--- src/rtl/if_id_queue_if.sv ---
// IF/ID queue handshake bundle: fetch-side push channel, decode-side pop
// channel, redirect flush and the occupancy count reported back to the pipeline.
interface if_id_queue_if #(
  parameter int IW    = 32,
  parameter int AW    = 32,
  parameter int DEPTH = 2
);
  localparam int CW = $clog2(DEPTH + 1);

  logic          in_valid;
  logic          in_ready;
  logic [IW-1:0] in_instr;
  logic [AW-1:0] in_addr;
  logic          in_kill;
  logic          flush;
  logic          out_valid;
  logic          out_ready;
  logic [IW-1:0] out_instr;
  logic [AW-1:0] out_addr;
  logic          out_bubble;
  logic [CW-1:0] count;

  // Pipeline side: fetch/decode/redirect logic driving the queue.
  modport master (
    output in_valid, in_instr, in_addr, in_kill, flush, out_ready,
    input  in_ready, out_valid, out_instr, out_addr, out_bubble, count
  );

  // Queue side.
  modport slave (
    input  in_valid, in_instr, in_addr, in_kill, flush, out_ready,
    output in_ready, out_valid, out_instr, out_addr, out_bubble, count
  );
endinterface

--- src/rtl/if_id_queue.sv ---
// IF/ID elastic queue: DEPTH-entry FIFO between fetch and decode with
// valid/ready on both sides, per-entry kill-to-NOP, whole-queue flush on
// redirect and an occupancy count. Outputs are driven combinationally from
// the head entry, so a push is visible to decode one edge later.
module if_id_queue #(
  parameter int            IW        = 32,
  parameter int            AW        = 32,
  parameter int            DEPTH     = 2,
  parameter logic [IW-1:0] NOP_INSTR = IW'(32'h00000013)
) (
  input  logic         clk,
  input  logic         rst_n,
  if_id_queue_if.slave q
);

  // Pointer width; DEPTH is a power of two, so pointers wrap naturally.
  localparam int PW = (DEPTH > 1) ? $clog2(DEPTH) : 1;
  localparam int CW = $clog2(DEPTH + 1);
  localparam logic [CW-1:0] FULL_COUNT = CW'(DEPTH);

  logic [PW-1:0] rd_ptr;
  logic [PW-1:0] wr_ptr;
  logic [CW-1:0] count;

  logic [IW-1:0]    mem_instr [DEPTH];
  logic [AW-1:0]    mem_addr  [DEPTH];
  logic [DEPTH-1:0] mem_kill;

  logic          empty;
  logic          full;
  logic          push;
  logic          pop;
  logic          out_valid;
  logic [IW-1:0] out_instr;
  logic [AW-1:0] out_addr;
  logic          out_bubble;

  // in_ready looks only at registered occupancy, so a full queue refuses a
  // push even when decode frees a slot in the same cycle.
  assign empty = (count == '0);
  assign full  = (count == FULL_COUNT);
  assign push  = q.in_valid & ~full & ~q.flush;
  assign pop   = ~empty & q.out_ready & ~q.flush;

  // Pointer and occupancy bookkeeping; flush empties the queue and overrides
  // any push or pop in the same cycle.
  always_ff @(posedge clk or negedge rst_n) begin
    if (!rst_n) begin
      rd_ptr <= '0;
      wr_ptr <= '0;
      count  <= '0;
    end else if (q.flush) begin
      rd_ptr <= '0;
      wr_ptr <= '0;
      count  <= '0;
    end else begin
      if (push) begin
        wr_ptr <= wr_ptr + 1'b1;
      end
      if (pop) begin
        rd_ptr <= rd_ptr + 1'b1;
      end
      case ({push, pop})
        2'b10:   count <= count + 1'b1;
        2'b01:   count <= count - 1'b1;
        default: count <= count;
      endcase
    end
  end

  // Entry storage is deliberately not reset; occupancy alone says what is live.
  always_ff @(posedge clk) begin
    if (push) begin
      mem_instr[wr_ptr] <= q.in_instr;
      mem_addr[wr_ptr]  <= q.in_addr;
      mem_kill[wr_ptr]  <= q.in_kill;
    end
  end

  // Head presentation: empty shows NOP at address 0, a killed head shows NOP
  // but keeps its address and raises out_bubble.
  always_comb begin
    out_valid  = ~empty;
    out_instr  = NOP_INSTR;
    out_addr   = '0;
    out_bubble = 1'b0;
    if (!empty) begin
      out_addr   = mem_addr[rd_ptr];
      out_bubble = mem_kill[rd_ptr];
      if (!mem_kill[rd_ptr]) begin
        out_instr = mem_instr[rd_ptr];
      end
    end
  end

  assign q.in_ready   = ~full;
  assign q.out_valid  = out_valid;
  assign q.out_instr  = out_instr;
  assign q.out_addr   = out_addr;
  assign q.out_bubble = out_bubble;
  assign q.count      = count;

endmodule

--- src/flat_wrapper.sv ---
// flat-port wrapper written by rule: the top's interface ports become plain ports
module if_id_queue_flat 
#(
  parameter int            IW        = 32,
  parameter int            AW        = 32,
  parameter int            DEPTH     = 2,
  parameter logic [IW-1:0] NOP_INSTR = IW'(32'h00000013)
)
  (clk, rst_n, q_in_valid, q_in_instr, q_in_addr, q_in_kill, q_flush, q_out_ready, q_in_ready, q_out_valid, q_out_instr, q_out_addr, q_out_bubble, q_count);
  if_id_queue_if #(.IW(IW), .AW(AW), .DEPTH(DEPTH)) q_i ();
  input  logic clk;
  input  logic rst_n;
  input wire logic [$bits(q_i.in_valid)-1:0] q_in_valid;
  input wire logic [$bits(q_i.in_instr)-1:0] q_in_instr;
  input wire logic [$bits(q_i.in_addr)-1:0] q_in_addr;
  input wire logic [$bits(q_i.in_kill)-1:0] q_in_kill;
  input wire logic [$bits(q_i.flush)-1:0] q_flush;
  input wire logic [$bits(q_i.out_ready)-1:0] q_out_ready;
  output wire logic [$bits(q_i.in_ready)-1:0] q_in_ready;
  output wire logic [$bits(q_i.out_valid)-1:0] q_out_valid;
  output wire logic [$bits(q_i.out_instr)-1:0] q_out_instr;
  output wire logic [$bits(q_i.out_addr)-1:0] q_out_addr;
  output wire logic [$bits(q_i.out_bubble)-1:0] q_out_bubble;
  output wire logic [$bits(q_i.count)-1:0] q_count;
  assign q_i.in_valid = q_in_valid;
  assign q_i.in_instr = q_in_instr;
  assign q_i.in_addr = q_in_addr;
  assign q_i.in_kill = q_in_kill;
  assign q_i.flush = q_flush;
  assign q_i.out_ready = q_out_ready;
  assign q_in_ready = q_i.in_ready;
  assign q_out_valid = q_i.out_valid;
  assign q_out_instr = q_i.out_instr;
  assign q_out_addr = q_i.out_addr;
  assign q_out_bubble = q_i.out_bubble;
  assign q_count = q_i.count;
  if_id_queue #(.IW(IW), .AW(AW), .DEPTH(DEPTH), .NOP_INSTR(NOP_INSTR)) u_core (.clk(clk), .rst_n(rst_n), .q(q_i));
endmodule
--- config.mk ---
export PLATFORM = sky130hd
export DESIGN_NAME = if_id_queue_flat
export DESIGN_NICKNAME = d
export VERILOG_FILES = /design/src/rtl/if_id_queue_if.sv /design/src/rtl/if_id_queue.sv /design/src/flat_wrapper.sv
export SDC_FILE = /design/constraint.sdc
export NUM_CORES = 1
export LEC_CHECK = 0
export BUFFER_PORTS_ARGS = -buffer_cell sky130_fd_sc_hd__buf_2
export CAP_MARGIN = 15
export CORE_MARGIN = 2
export CORE_UTILIZATION = 54
export CTS_BUF_LIST = sky130_fd_sc_hd__clkbuf_8
export DETAILED_ROUTE_END_ITERATION = 10
export MAX_ROUTING_LAYER = met4
export PLACE_DENSITY_LB_ADDON = 0.05
export SKIP_LAST_GASP = 1
export SYNTH_ARGS = -nofsm -noshare
export SYNTH_HDL_FRONTEND = slang
export SYNTH_SLANG_ARGS = --single-unit
export TNS_END_PERCENT = 5
--- constraint.sdc ---
create_clock -name clk -period 6.75 [get_ports clk]
set_input_delay 0 -clock clk [delete_from_list [all_inputs] [get_ports clk]]
set_output_delay 0 -clock clk [all_outputs]
set_load 0.02 [all_outputs]
* Word-level counts from Yosys, hierarchy flattened
Memory sizes are Yosys's and may differ from the RTL's.
Index checks and enable logic that the tools add are counted.
** Operators by class
- Add/subtract/negate cells :: 4
- Reduce and logical (&&, ||, !) cells :: 5
- Order comparisons :: 3
- Equality and inequality tests :: 3
- Bitwise operators :: 7
- Muxes and demuxes :: 17
** Operator list (count)
- two-way mux 32 bit :: 3
- two-way mux 1 bit :: 10
- AND 1 bit :: 4
- equality test 2 bit, second input constant :: 2
- less-than comparator 1 x 2 -> 1 bit, second input constant :: 2
- case mux 2 bit (2 select lines) :: 1
- nonzero test 2 bit :: 2
- NOT 1 bit :: 3
- nonzero test 3 bit :: 1
- adder 1 bit, second input constant :: 2
- adder 2 x 1 -> 2 bit, second input constant :: 1
- bitwise mux 2 bit :: 1
- equality test 2 x 1 -> 1 bit, second input constant :: 1
- zero test 2 bit :: 1
- two-way mux 2 bit :: 1
- subtractor 2 x 1 -> 2 bit, second input constant :: 1
- demux 1 bit (select 1 bit) :: 1
- >= comparator 1 bit, second input constant :: 1
- logical AND 1 bit :: 1
** Word-level totals
- Input port bits :: 70
- Output and inout port bits :: 69
- Bits in registers :: 6
- Logic and storage cells :: 45
- Memories kept :: 2
- Memory bits (writable) :: 128
** Memory list
- u_core.mem_addr :: words 2, width 32, read ports 1, clocked after memory_dff 0, write ports 1, RTL line if_id_queue.sv:26 : logic [AW-1:0] mem_addr [DEPTH];
- u_core.mem_instr :: words 2, width 32, read ports 1, clocked after memory_dff 0, write ports 1, RTL line if_id_queue.sv:25 : logic [IW-1:0] mem_instr [DEPTH];

* Depth between registers and ports, before layout
- Word-level depth :: 7
- Depth in mapped cells :: 6
- Depth with buffers taken out :: 4

* Least setup slack after synthesis
No wires, ideal clock.
- Kind :: reg-to-reg
- Start point :: reg u_core.count[1] (netlist: u_core.q.count[1])
- End point :: mem u_core.mem_addr[1][0], enable pin
- Library setup time :: 0.581 ns
- Required time :: 6.169 ns
- Arrival :: 5.740 ns
- Cell stages (with the launch flop) :: 5
- Slack :: 0.429 ns
- Path buffers :: 0
- Clock period less this slack :: 6.321 ns
- Cells stage by stage :: dfrtp_1 nor2b_1 inv_1 nand2_1 nor3b_1
** On the way
- Cells in the longest elaborated chain, start to end :: 6
** Ends and longest elaborated chain
- start, declared :: RTL line if_id_queue.sv:23 : logic [CW-1:0] count;
- start signal, assigned :: RTL line if_id_queue.sv:64 : 2'b10: count <= count + 1'b1;
- start signal, assigned :: RTL line if_id_queue.sv:65 : 2'b01: count <= count - 1'b1;
- start signal, assigned :: RTL line if_id_queue.sv:66 : default: count <= count;
- equality test 2 bit :: RTL line if_id_queue.sv:41 : assign full = (count == FULL_COUNT);
- NOT 1 bit
- via q_in_ready :: RTL line flat_wrapper.sv:19 : output wire logic [$bits(q_i.in_ready)-1:0] q_in_ready;
- AND 1 bit (2 in a row) :: RTL line if_id_queue.sv:42 : assign push = q.in_valid & ~full & ~q.flush;
- two-way mux 1 bit :: RTL line if_id_queue.sv:73 : if (push) begin
- two-way mux 1 bit (not written as such) :: RTL line if_id_queue.sv:75 : mem_addr[wr_ptr] <= q.in_addr;
- end, declared :: RTL line if_id_queue.sv:26
The timed path passes the listed nets, and every way through them passes these cells.

* Worst setup path after layout
- Start point :: reg u_core.rd_ptr
- End point :: out q_out_instr[31]
** On the way
- Cells in the longest elaborated chain, start to end :: 4
- Elaborated cells between the ends (all ways) :: 5
- Those cells by class :: mux: 4; memory: 1
** Ends and longest elaborated chain
- start, declared :: RTL line if_id_queue.sv:21 : logic [PW-1:0] rd_ptr;
- start signal, assigned :: RTL line if_id_queue.sv:61 : rd_ptr <= rd_ptr + 1'b1;
- two-way mux 1 bit (not written as such) (2 in a row) :: RTL line if_id_queue.sv:90 : if (!mem_kill[rd_ptr]) begin
- two-way mux 32 bit * :: RTL line if_id_queue.sv:90
- two-way mux 32 bit * :: RTL line if_id_queue.sv:87 : if (!empty) begin
- end, declared :: RTL line flat_wrapper.sv:21 : output wire logic [$bits(q_i.out_instr)-1:0] q_out_instr;
Every way passes the cells marked *; elsewhere a longest branch is shown, timed or not. The select of a mux whose other input is x is not followed.

==> impl_metrics.env <==
export IMPL_layout_area_seq_um2=4010
export IMPL_synthSimpleGateAreaFrac_pct=6.05
export IMPL_setup_violations=0
export IMPL_io_pins=139
export IMPL_routed_wl_mm=10.0
export IMPL_cts_max_path_buffers=2
export IMPL_vias=3212
export IMPL_leakagePower_nw=2.72
export IMPL_placed_area_um2=5960
export IMPL_wl_per_cell_um=15.1
export IMPL_p_per_area_nw_per_um2=258
export IMPL_fill_cells=593
export IMPL_grt_max_degree=66
export IMPL_avgViaCountPerCell=4.84
export IMPL_post_cts_resized=0
export IMPL_std_cell_rows=35
export IMPL_period_minus_slack_ns=2.28
export IMPL_synth_seq_cells=134
export IMPL_path_cells="buf_4, mux2i_1, nor2_1, buf_2"
export IMPL_ir_worst_vdd_mv=0.157
export IMPL_cts_tree="yes"
export IMPL_synth_top_area_share_pct=75.7
export IMPL_die_h_um=102
export IMPL_cts_buffers=17
export IMPL_synth_seq_area_share_pct=77.7
export IMPL_grt_pass1_wl_mm=15.2
export IMPL_muxShareOfSynthArea_pct=13.1
export IMPL_fmax_mhz=439
export IMPL_antenna_found_initial=0
export IMPL_cp_max_fo=65
export IMPL_finalMaxSlewViolations=0
export IMPL_core_um2=9240
export IMPL_synth_ff_type="edfxtp_1"
export IMPL_area_growth_pct=36.9
export IMPL_dp_cells=561
export IMPL_clk_pin_slew_ns=0.08
export IMPL_cts_sinks=134
export IMPL_die_w_um=102
export IMPL_synthXorXnorAreaFrac_pct=0.170
export IMPL_final_cell_area_um2=7050
export IMPL_instances_no_fill=663
export IMPL_finalWorstSetupSlack_ns=4.47
export IMPL_overflow=0
export IMPL_tightest_slew_ns=1.11
export IMPL_finalCritPeriodShare_pct=33.7
export IMPL_netlist_area_um2=5150
export IMPL_synth_top_family_by_area="multiplexers"
export IMPL_yosysTopAreaCell="edfxtp_1"
export IMPL_synthesis_nets=372
export IMPL_portBuffers=138
export IMPL_post_cts_buffers=0
export IMPL_min_path_type="in2reg"
export IMPL_h_tree_depth=4
export IMPL_finalHoldViolations=0
export IMPL_yosysWarnings=0
export IMPL_drtIter0Drc=144
export IMPL_clockRootBuffer="clkbuf_8"
export IMPL_drc=0
export IMPL_start_util_pct=55.8
export IMPL_synth_compound_area_share_pct=0.874
export IMPL_synth_adder_area_share_pct=0
export IMPL_layout_drive_gt1_share_pct=33.9
export IMPL_multi_input_area_um2=1050
export IMPL_async_flop_share_pct=2.99
export IMPL_whs_ns=0.0303
export IMPL_tns_ns=0
export IMPL_post_place_ws_ns=4.79
export IMPL_critPathMaxStageDelay_ns=0.86
export IMPL_synth_area_leaders="edfxtp_1, mux2i_1, nor2_1"
export IMPL_status="finished, final reports clean"
export IMPL_finClkSkew_ns=0.0120
export IMPL_dieArea_um2=10300
export IMPL_holdBufCountCts=70
export IMPL_track_usage_pct=20.2
export IMPL_num_antenna_cells=0
export IMPL_dpl_hpwl_mm=5.77
export IMPL_slew_headroom_pct=26.0
export IMPL_fin_nets=591
export IMPL_critPathSlowestCell="buf_4"
export IMPL_syn_inst=302
export IMPL_maxCapViolations=0
export IMPL_rsz0062_at_grt="false"
export IMPL_firstDrtPassIters=4
export IMPL_syn_avg_cell_area_um2=17.1
export IMPL_synth_cell_types=25
export IMPL_cp_start_kind="register"
export IMPL_synth_edf_count=130
export IMPL_gp_congestion=0.762
export IMPL_cp_data_required_time_ns=6.75
export IMPL_ant_nets=0
export IMPL_grt_pass1_vias=3303
export IMPL_critPathArrivalTime_ns=2.28
export IMPL_criticalPathCategory="reg2out"
export IMPL_end_kind="output pin"
export IMPL_clkLatencyLatePin_ns=0.41
[critical path, delay by kind of cell, from the launching register on]
kind,cells,cell delay (ns)
buf+inv,2,1.07
flops,1,0.43
mux,1,0.28
simple gates,1,0.07
[layer usage]
metal	global-route usage [%]	vias up	routed length, um
met1	24.2	1533	4370
met3	4.90	14	448
met5	-	-	0
li1	-	1562	-
met4	8.21	0	169
met2	33.0	103	5040
[area by class of cell]
cell class | instances | share of cell area (%)
inverters | 3 | 0.160
multi-input cells | 151 | 14.9
clock inverters | 15 | 2.20
repair buffers | 214 | 20.4
clock buffers | 17 | 3.32
flip-flops and latches | 134 | 56.8
well taps | 129 | 2.29
[synth_stat cells (2+ instances only)]
master	n
edfxtp_1	130
mux2i_1	65
nor2_1	63
buf_4	6
a21oi_1	4
dfrtp_1	4
buf_6	3
clkbuf_1	3
nand3_1	3
buf_2	2
inv_1	2
nand2_1	2
nor3b_1	2
o21ai_0	2
[flip-flops by register name (all words and copies together) (netlist names)]
register,flops
u_core.mem_addr,64
u_core.mem_instr,64
u_core.mem_kill,2
u_core.q.count,2
u_core.rd_ptr,1
u_core.wr_ptr,1
[report_power, final]
part           switching [mW]  internal, mW
Combinational           0.128        0.0981
Sequential            0.00914         0.946
Clock                   0.305         0.330
[metrics by stage]
stage                     total power [mW]  util (%)
after global routing                  1.88      76.3
after global placement                1.16      64.5
final                                 1.82      76.3
after detailed placement              1.17      64.5
after CTS                             1.83      76.3
after floorplan                       1.10         -
[layout by cell type, fill, tap and decap left out, types with 4 or more instances in the layout]
cell	n
nor2_1	63
clkinvlp_4	4
clkbuf_8	17
dlygate4sd3_1	70
edfxtp_1	130
mux2i_1	65
buf_2	138
a21oi_1	4
buf_4	6
inv_1	4
[worst paths after layout]
| kind | start | end | slack [ns] | depth (start not counted) |
|---|---|---|---|---|
| worst max-delay path | u_core.rd_ptr | q_out_instr[31] | 4.47 | 4 |
| worst min-delay path | q_in_valid | u_core.q.count[1] | 0.03 | 4 |
| worst max register to register | u_core.q.count[1] | u_core.mem_addr[1][27] | 4.76 | 5 |
| worst min register to register | u_core.wr_ptr | u_core.wr_ptr | 0.62 | 2 |
| max in group asynchronous | rst_n | u_core.rd_ptr | 6.05 | 3 |
| min in group asynchronous | rst_n | u_core.q.count[0] | 0.49 | 3 |
[cell families (layout without fill, tap and decap cells)]
logic type	count (synthesis)	count (layout)
simple gates	76	76
xor+xnor	1	1
buf+inv	17	249
compound gates	8	8
flops	134	134
mux	66	66
Power figures use the tool's default switching activity.
